[src/rtl/instr_pkg.sv]
// Shared opcode constants, instruction field positions and fetch FSM state type.
package instr_pkg;

  localparam int INSTR_W = 16;

  localparam logic [3:0] OP_ADD  = 4'h0;
  localparam logic [3:0] OP_SUB  = 4'h1;
  localparam logic [3:0] OP_HALT = 4'hF;

  localparam int OPC_LSB = 12;
  localparam int RD_LSB  = 9;
  localparam int RS1_LSB = 6;
  localparam int RS2_LSB = 3;

  typedef enum logic [2:0] {
    ST_IDLE,
    ST_REQ,
    ST_CAP,
    ST_VALID,
    ST_HALT
  } fetch_state_e;

endpackage

[src/rtl/instr_decoder.sv]
// Purely combinational field extraction and opcode classification of one instruction word.
module instr_decoder
  import instr_pkg::*;
(
  input  logic [INSTR_W-1:0] instr_i,
  output logic [3:0]         opcode_o,
  output logic [2:0]         rd_o,
  output logic [2:0]         rs1_o,
  output logic [2:0]         rs2_o,
  output logic               is_add_o,
  output logic               is_sub_o,
  output logic               is_halt_o,
  output logic               illegal_o
);

  // The low three bits carry no meaning for any opcode.
  logic unused_low_bits;
  assign unused_low_bits = ^instr_i[RS2_LSB-1:0];

  assign opcode_o  = instr_i[OPC_LSB +: 4];
  assign rd_o      = instr_i[RD_LSB  +: 3];
  assign rs1_o     = instr_i[RS1_LSB +: 3];
  assign rs2_o     = instr_i[RS2_LSB +: 3];

  assign is_add_o  = (opcode_o == OP_ADD);
  assign is_sub_o  = (opcode_o == OP_SUB);
  assign is_halt_o = (opcode_o == OP_HALT);
  assign illegal_o = !(is_add_o || is_sub_o || is_halt_o);

endmodule

[src/rtl/instr_fetch_unit.sv]
// Instruction fetch FSM: three-cycle fetch from synchronous instruction memory, ready/valid hand-off.
// Define INSTR_FETCH_LOADER_EN to add the Load_Valid/Load_Data program loader writing memory from IDLE.
module instr_fetch_unit
  import instr_pkg::*;
#(
  parameter int ADDR_W = 4,
  parameter int DATA_W = 16
) (
  input  logic              Clock,
  input  logic              Reset,
  input  logic              Start,
  input  logic              Redirect,
  input  logic [ADDR_W-1:0] Redirect_Addr,
  output logic [ADDR_W-1:0] Mem_Address,
  output logic              Mem_Wren,
  output logic [DATA_W-1:0] Mem_Din,
  input  logic [DATA_W-1:0] Mem_Q,
  output logic              Instr_Valid,
  input  logic              Instr_Ready,
  output logic [ADDR_W-1:0] PC,
  output logic [3:0]        Opcode,
  output logic [2:0]        Rd,
  output logic [2:0]        Rs1,
  output logic [2:0]        Rs2,
  output logic              Is_Add,
  output logic              Is_Sub,
  output logic              Is_Halt,
  output logic              Illegal,
  output logic              Halt
`ifdef INSTR_FETCH_LOADER_EN
  ,
  input  logic              Load_Valid,
  input  logic [DATA_W-1:0] Load_Data
`endif
);

  fetch_state_e      state_q, state_d;
  logic [ADDR_W-1:0] fp_q, fp_d;
  logic [ADDR_W-1:0] pc_q, pc_d;
  logic [DATA_W-1:0] ir_q, ir_d;
  logic              active;

  assign active = (state_q == ST_REQ) || (state_q == ST_CAP) || (state_q == ST_VALID);

  always_comb begin
    state_d = state_q;
    fp_d    = fp_q;
    pc_d    = pc_q;
    ir_d    = ir_q;
    unique case (state_q)
      ST_IDLE: begin
        if (Redirect) fp_d = Redirect_Addr;
        if (Start)    state_d = ST_REQ;
      end
      ST_HALT: begin
        if (Redirect)   fp_d = Redirect_Addr;
        else if (Start) fp_d = '0;
        if (Start)      state_d = ST_REQ;
      end
      ST_REQ:  state_d = ST_CAP;
      ST_CAP: begin
        state_d = ST_VALID;
        ir_d    = Mem_Q;
        pc_d    = fp_q;
        fp_d    = fp_q + ADDR_W'(1);
      end
      ST_VALID: begin
        if (Instr_Ready) state_d = Is_Halt ? ST_HALT : ST_REQ;
      end
      default: state_d = ST_IDLE;
    endcase
    // Redirect wins over capture and over HALT entry; the old IR/PC simply stay unpresented.
    if (Redirect && active) begin
      state_d = ST_REQ;
      fp_d    = Redirect_Addr;
      pc_d    = pc_q;
      ir_d    = ir_q;
    end
  end

  always_ff @(posedge Clock) begin
    if (Reset) begin
      state_q <= ST_IDLE;
      fp_q    <= '0;
      pc_q    <= '0;
      ir_q    <= '0;
    end else begin
      state_q <= state_d;
      fp_q    <= fp_d;
      pc_q    <= pc_d;
      ir_q    <= ir_d;
    end
  end

`ifdef INSTR_FETCH_LOADER_EN
  logic [3:0] ld_q;
  logic       ld_wr;

  assign ld_wr = (state_q == ST_IDLE) && Load_Valid && !Reset;

  always_ff @(posedge Clock) begin
    if (Reset)      ld_q <= '0;
    else if (ld_wr) ld_q <= ld_q + 4'd1;
  end

  assign Mem_Address = ld_wr ? ADDR_W'(ld_q) : fp_q;
  assign Mem_Wren    = ld_wr;
  assign Mem_Din     = ld_wr ? Load_Data : '0;
`else
  assign Mem_Address = fp_q;
  assign Mem_Wren    = 1'b0;
  assign Mem_Din     = '0;
`endif

  assign Instr_Valid = (state_q == ST_VALID);
  assign Halt        = (state_q == ST_HALT);
  assign PC          = pc_q;

  instr_decoder u_dec (
    .instr_i   (ir_q[INSTR_W-1:0]),
    .opcode_o  (Opcode),
    .rd_o      (Rd),
    .rs1_o     (Rs1),
    .rs2_o     (Rs2),
    .is_add_o  (Is_Add),
    .is_sub_o  (Is_Sub),
    .is_halt_o (Is_Halt),
    .illegal_o (Illegal)
  );

endmodule

[config.mk]
export PLATFORM = sky130hd
export DESIGN_NAME = instr_fetch_unit
export DESIGN_NICKNAME = d
export VERILOG_FILES = /design/src/rtl/instr_pkg.sv /design/src/rtl/instr_decoder.sv /design/src/rtl/instr_fetch_unit.sv
export SDC_FILE = /design/constraint.sdc
export NUM_CORES = 1
export LEC_CHECK = 0
export BUFFER_PORTS_ARGS = -buffer_cell sky130_fd_sc_hd__buf_4
export CAP_MARGIN = 20
export CORE_MARGIN = 8
export CORE_UTILIZATION = 40
export CTS_BUF_LIST = sky130_fd_sc_hd__clkbuf_16
export CTS_CLUSTER_SIZE = 16
export DETAILED_ROUTE_END_ITERATION = 6
export GPL_ROUTABILITY_DRIVEN = 1
export GPL_TIMING_DRIVEN = 0
export PLACE_DENSITY = 0.75
export SLEW_MARGIN = 40
export SYNTH_ARGS = -nofsm -noshare
export SYNTH_HDL_FRONTEND = slang
export SYNTH_SLANG_ARGS = --single-unit
[constraint.sdc]
create_clock -name Clock -period 1.1 [get_ports Clock]
set_input_delay 0.11 -clock Clock [delete_from_list [all_inputs] [get_ports Clock]]
set_output_delay 0.11 -clock Clock [all_outputs]
set_load 0.005 [all_outputs]
==> qor.txt <==
Critical path's largest stage delay: 300 ps
Largest fanout of any net on the critical path: 9
Combinational fraction of design power: 0.190
Deepest level of the CTS H-tree: 1
P_int: 1.88 mW
Pin count of the biggest net entering global routing: 15
Cell area after layout: 2040 um^2
Cell taking the most area after synthesis: dfxtp_1
Number of endpoints with negative hold slack in the final report: 0
Worst hold-check slack: 65.4 ps
Area used by multi-input combinational logic: 759 um^2
Die width: 72.8 um
Time the worst path needs with I/O delays and setup: 1300 ps
Number of warnings issued by yosys: 0
Pre-CTS setup slack: -234 ps
Power, Total: 2.43 mW
Cell chain of the critical path: buf_6 > nand2b_1 > a21oi_4 > buf_4 > o21ai_1 > a21oi_1
Area after detailed placement: 1780 um^2
Sequential cell area: 490 um^2
Number of failing setup endpoints in the final timing report: 29
Clock input transition at the sequential cells of the worst setup and hold paths: 60 ps
Area share of the leading cell type in the synthesized netlist: 0.372
Post-synth design cell area: 1290 um^2
Floorplan die area: 5300 um^2
Fraction of power spent switching nets: 0.228
Part of the power in the clock network: 0.425
Synth cell types: 36
Pins Over Slew Limit: 0
Async SR Flop Fraction: 0
Routability Congestion: 0.836
Required time at the worst-slack endpoint: 1290 ps
Number of storage elements in the synthesis netlist: 24
Achievable Freq: 767 MHz
Number of synthesized flops with an enable pin: 0
Port Buffer Count: 48
Crit path max-delay family: compound AO/OA/AOI/OAI gates
Critical-path cell with the highest stage delay: dfxtp_1
Power per unit of standard cell area: 1190 nW/um^2
Max-cap viol count: 0
Routed wire per std cell: 12.4 um
DRC violation count after routing: 0
First-pass GRT wire length: 5490 um
Arrival @ worst endpoint: 1490 ps
Placeable Area: 3050 um^2
Result of the run: complete, but fails checks
Mean number of vias per cell: 4.54
Buffer type at the clock tree root: clkbuf_16
Area grow syn2layout: 58.3%
Synth cell count leaders: nand2_1 (37), a21oi_1 (24), dfxtp_1 (24)
Share of total power in sequential cells: 0.384
Setup repair after global routing missed its margin: yes
Placement Rows: 20
Height of the chip: 72.8 um
Post-layout nets: 269
Cells after Synth: 167
CTS sink count: 24
Effective utilization at floorplan: 0.423
Num ports: 69
Kind of launch point of the worst setup path: register
Number of global-route vias before repair: 1188
Total Neg Setup Slack: -2860 ps
Cell with the most instances after synthesis: nand2_1
Worst hold-check path type: input pin to register
Cell total after placement: 275
Net switching power of the design: 555 uW
Tcrit/Tclk final: 1.18
TritonCTS clock tree: done
Total CTS buffers: 3
Number of detailed-route iterations in the first pass: 4
Ratio of cells with drive above 1 in the final layout: 0.463
Number of antenna violations at the first check in global routing: 0
Final HPWL DP: 2650 um
Startpoint-to-endpoint class of the critical path: register to register
# fillers: 277
Worst path bufs/invs: 2
Leftover overflow at the end of global routing: 0
Final routed wirelength across all metal layers: 3540 um
Initial detailed-routing violation count: 35
Setup crit end kind: register
Non-filler instance count after layout: 286
Average cell area after synthesis: 7.73 um^2
Sequential area share after synthesis: 0.372
Max Root-Sink Buffers: 2
Number of antenna-violating nets in the routed design: 0
Cell types occupying the most area after synthesis: dfxtp_1 (37%), buf_4 (11%), nand2_1 (11%)
Static leakage: 0.915 nW
Setup slack of the critical path after layout: -203 ps
Utilization of the core after routing: 0.670
Top_reg_cell synth: dfxtp_1
Overall Global Routing Usage: 0.125
Inserted Diodes: 0
Routed vias: 1299
Worst clock skew on the final layout: 2.77 ps
Clock latency of the later-clocked register in the worst-skew pair: 260 ps
Violations in the final reports: setup timing
Worst IR drop on VDD: 0.706 mV
[routing by layer]
metal / track usage / share of wire / wire (um) / vias to the layer above
met4: 0.0267 / 0.0054 / 19 / 0
met3: 0.0467 / 0.090 / 318 / 2
met2: 0.222 / 0.50 / 1770 / 45
li1: - / - / - / 679
met1: 0.137 / 0.40 / 1430 / 573
met5: 0 / 0 / 0 / -
[worst register-to-register path: stages (launching register included)]
cell and delay, ps:
dfxtp_1 300, buf_6 130, nand2b_1 180, a21oi_4 240, buf_4 160, o21ai_1 70
a21oi_1 150
[repair_timing]
| item | 4_1_cts | 5_1_grt |
|---|---|---|
| pin swaps | 8 | 7 |
| resized for setup | 22 | 12 |
| setup endpoints to repair | 30 | 30 |
| hold buffers | 0 | 0 |
| buffers inserted | 7 | 1 |
[sequential cells by signal, indices dropped and copies added (netlist names)]
register     flops
state_q          3
PC               4
ir_q            13
Mem_Address      4
[power by group through the flow]
stage / registers, mW / logic, mW / clock network [mW]
2_1_floorplan: 0.947 / 0.238 / 0
3_3_place_gp: 0.949 / 0.388 / 0
3_5_place_dp: 0.949 / 0.393 / 0
4_1_cts: 0.932 / 0.439 / 1.05
5_1_grt: 0.941 / 0.509 / 1.08
6_report: 0.935 / 0.463 / 1.03
[final timing paths]
| kind | start | end | slack, ps | cells after the start |
|---|---|---|---|---|
| setup / recovery | state_q[0] | Mem_Address[2] | -200 | 6 |
| setup reg to reg | state_q[0] | Mem_Address[2] | -200 | 6 |
| hold reg to reg | ir_q[6] | ir_q[6] | 450 | 2 |
| hold / removal | Reset | state_q[2] | 70 | 2 |
[cell type report]
type | count | area share
multi-input cells | 130 | 0.371
flip-flops and latches | 24 | 0.240
repair buffers | 56 | 0.211
plain buffers | 24 | 0.0918
clock buffers | 3 | 0.0367
well taps | 44 | 0.0269
clock inverters | 1 | 0.0147
inverters | 4 | 0.00734
[placed cells by master, fill, tap and decap left out, types with 2 or more instances in the layout]
| cell type | instances |
|---|---|
| a21oi_1 | 23 |
| dfxtp_1 | 16 |
| buf_6 | 7 |
| nor2_4 | 2 |
| nor3_2 | 4 |
| a21oi_4 | 2 |
| nand3b_1 | 2 |
| nand2_1 | 37 |
| conb_1 | 17 |
| buf_4 | 71 |
| and2_4 | 2 |
| inv_1 | 4 |
| nor2_1 | 4 |
| and2_1 | 2 |
| nor2b_1 | 3 |
| nand2b_1 | 2 |
| nand3_1 | 2 |
| dfxtp_2 | 8 |
| clkbuf_1 | 2 |
| nor3_4 | 2 |
| o21ai_0 | 4 |
| nor3_1 | 2 |
| clkbuf_16 | 3 |
| o21ai_1 | 2 |
[kinds of logic after synthesis]
logic type	synth area share
buffers and inverters	0.148
muxes	0.00775
AOI/OAI and AO/OA	0.184
and+or+nand+nor	0.268
other	0.00290
adders and majority gates	0.00969
DFF	0.372
xor gates and xnor gates	0.00678
Note: power is estimated with default switching activity, not from simulation.
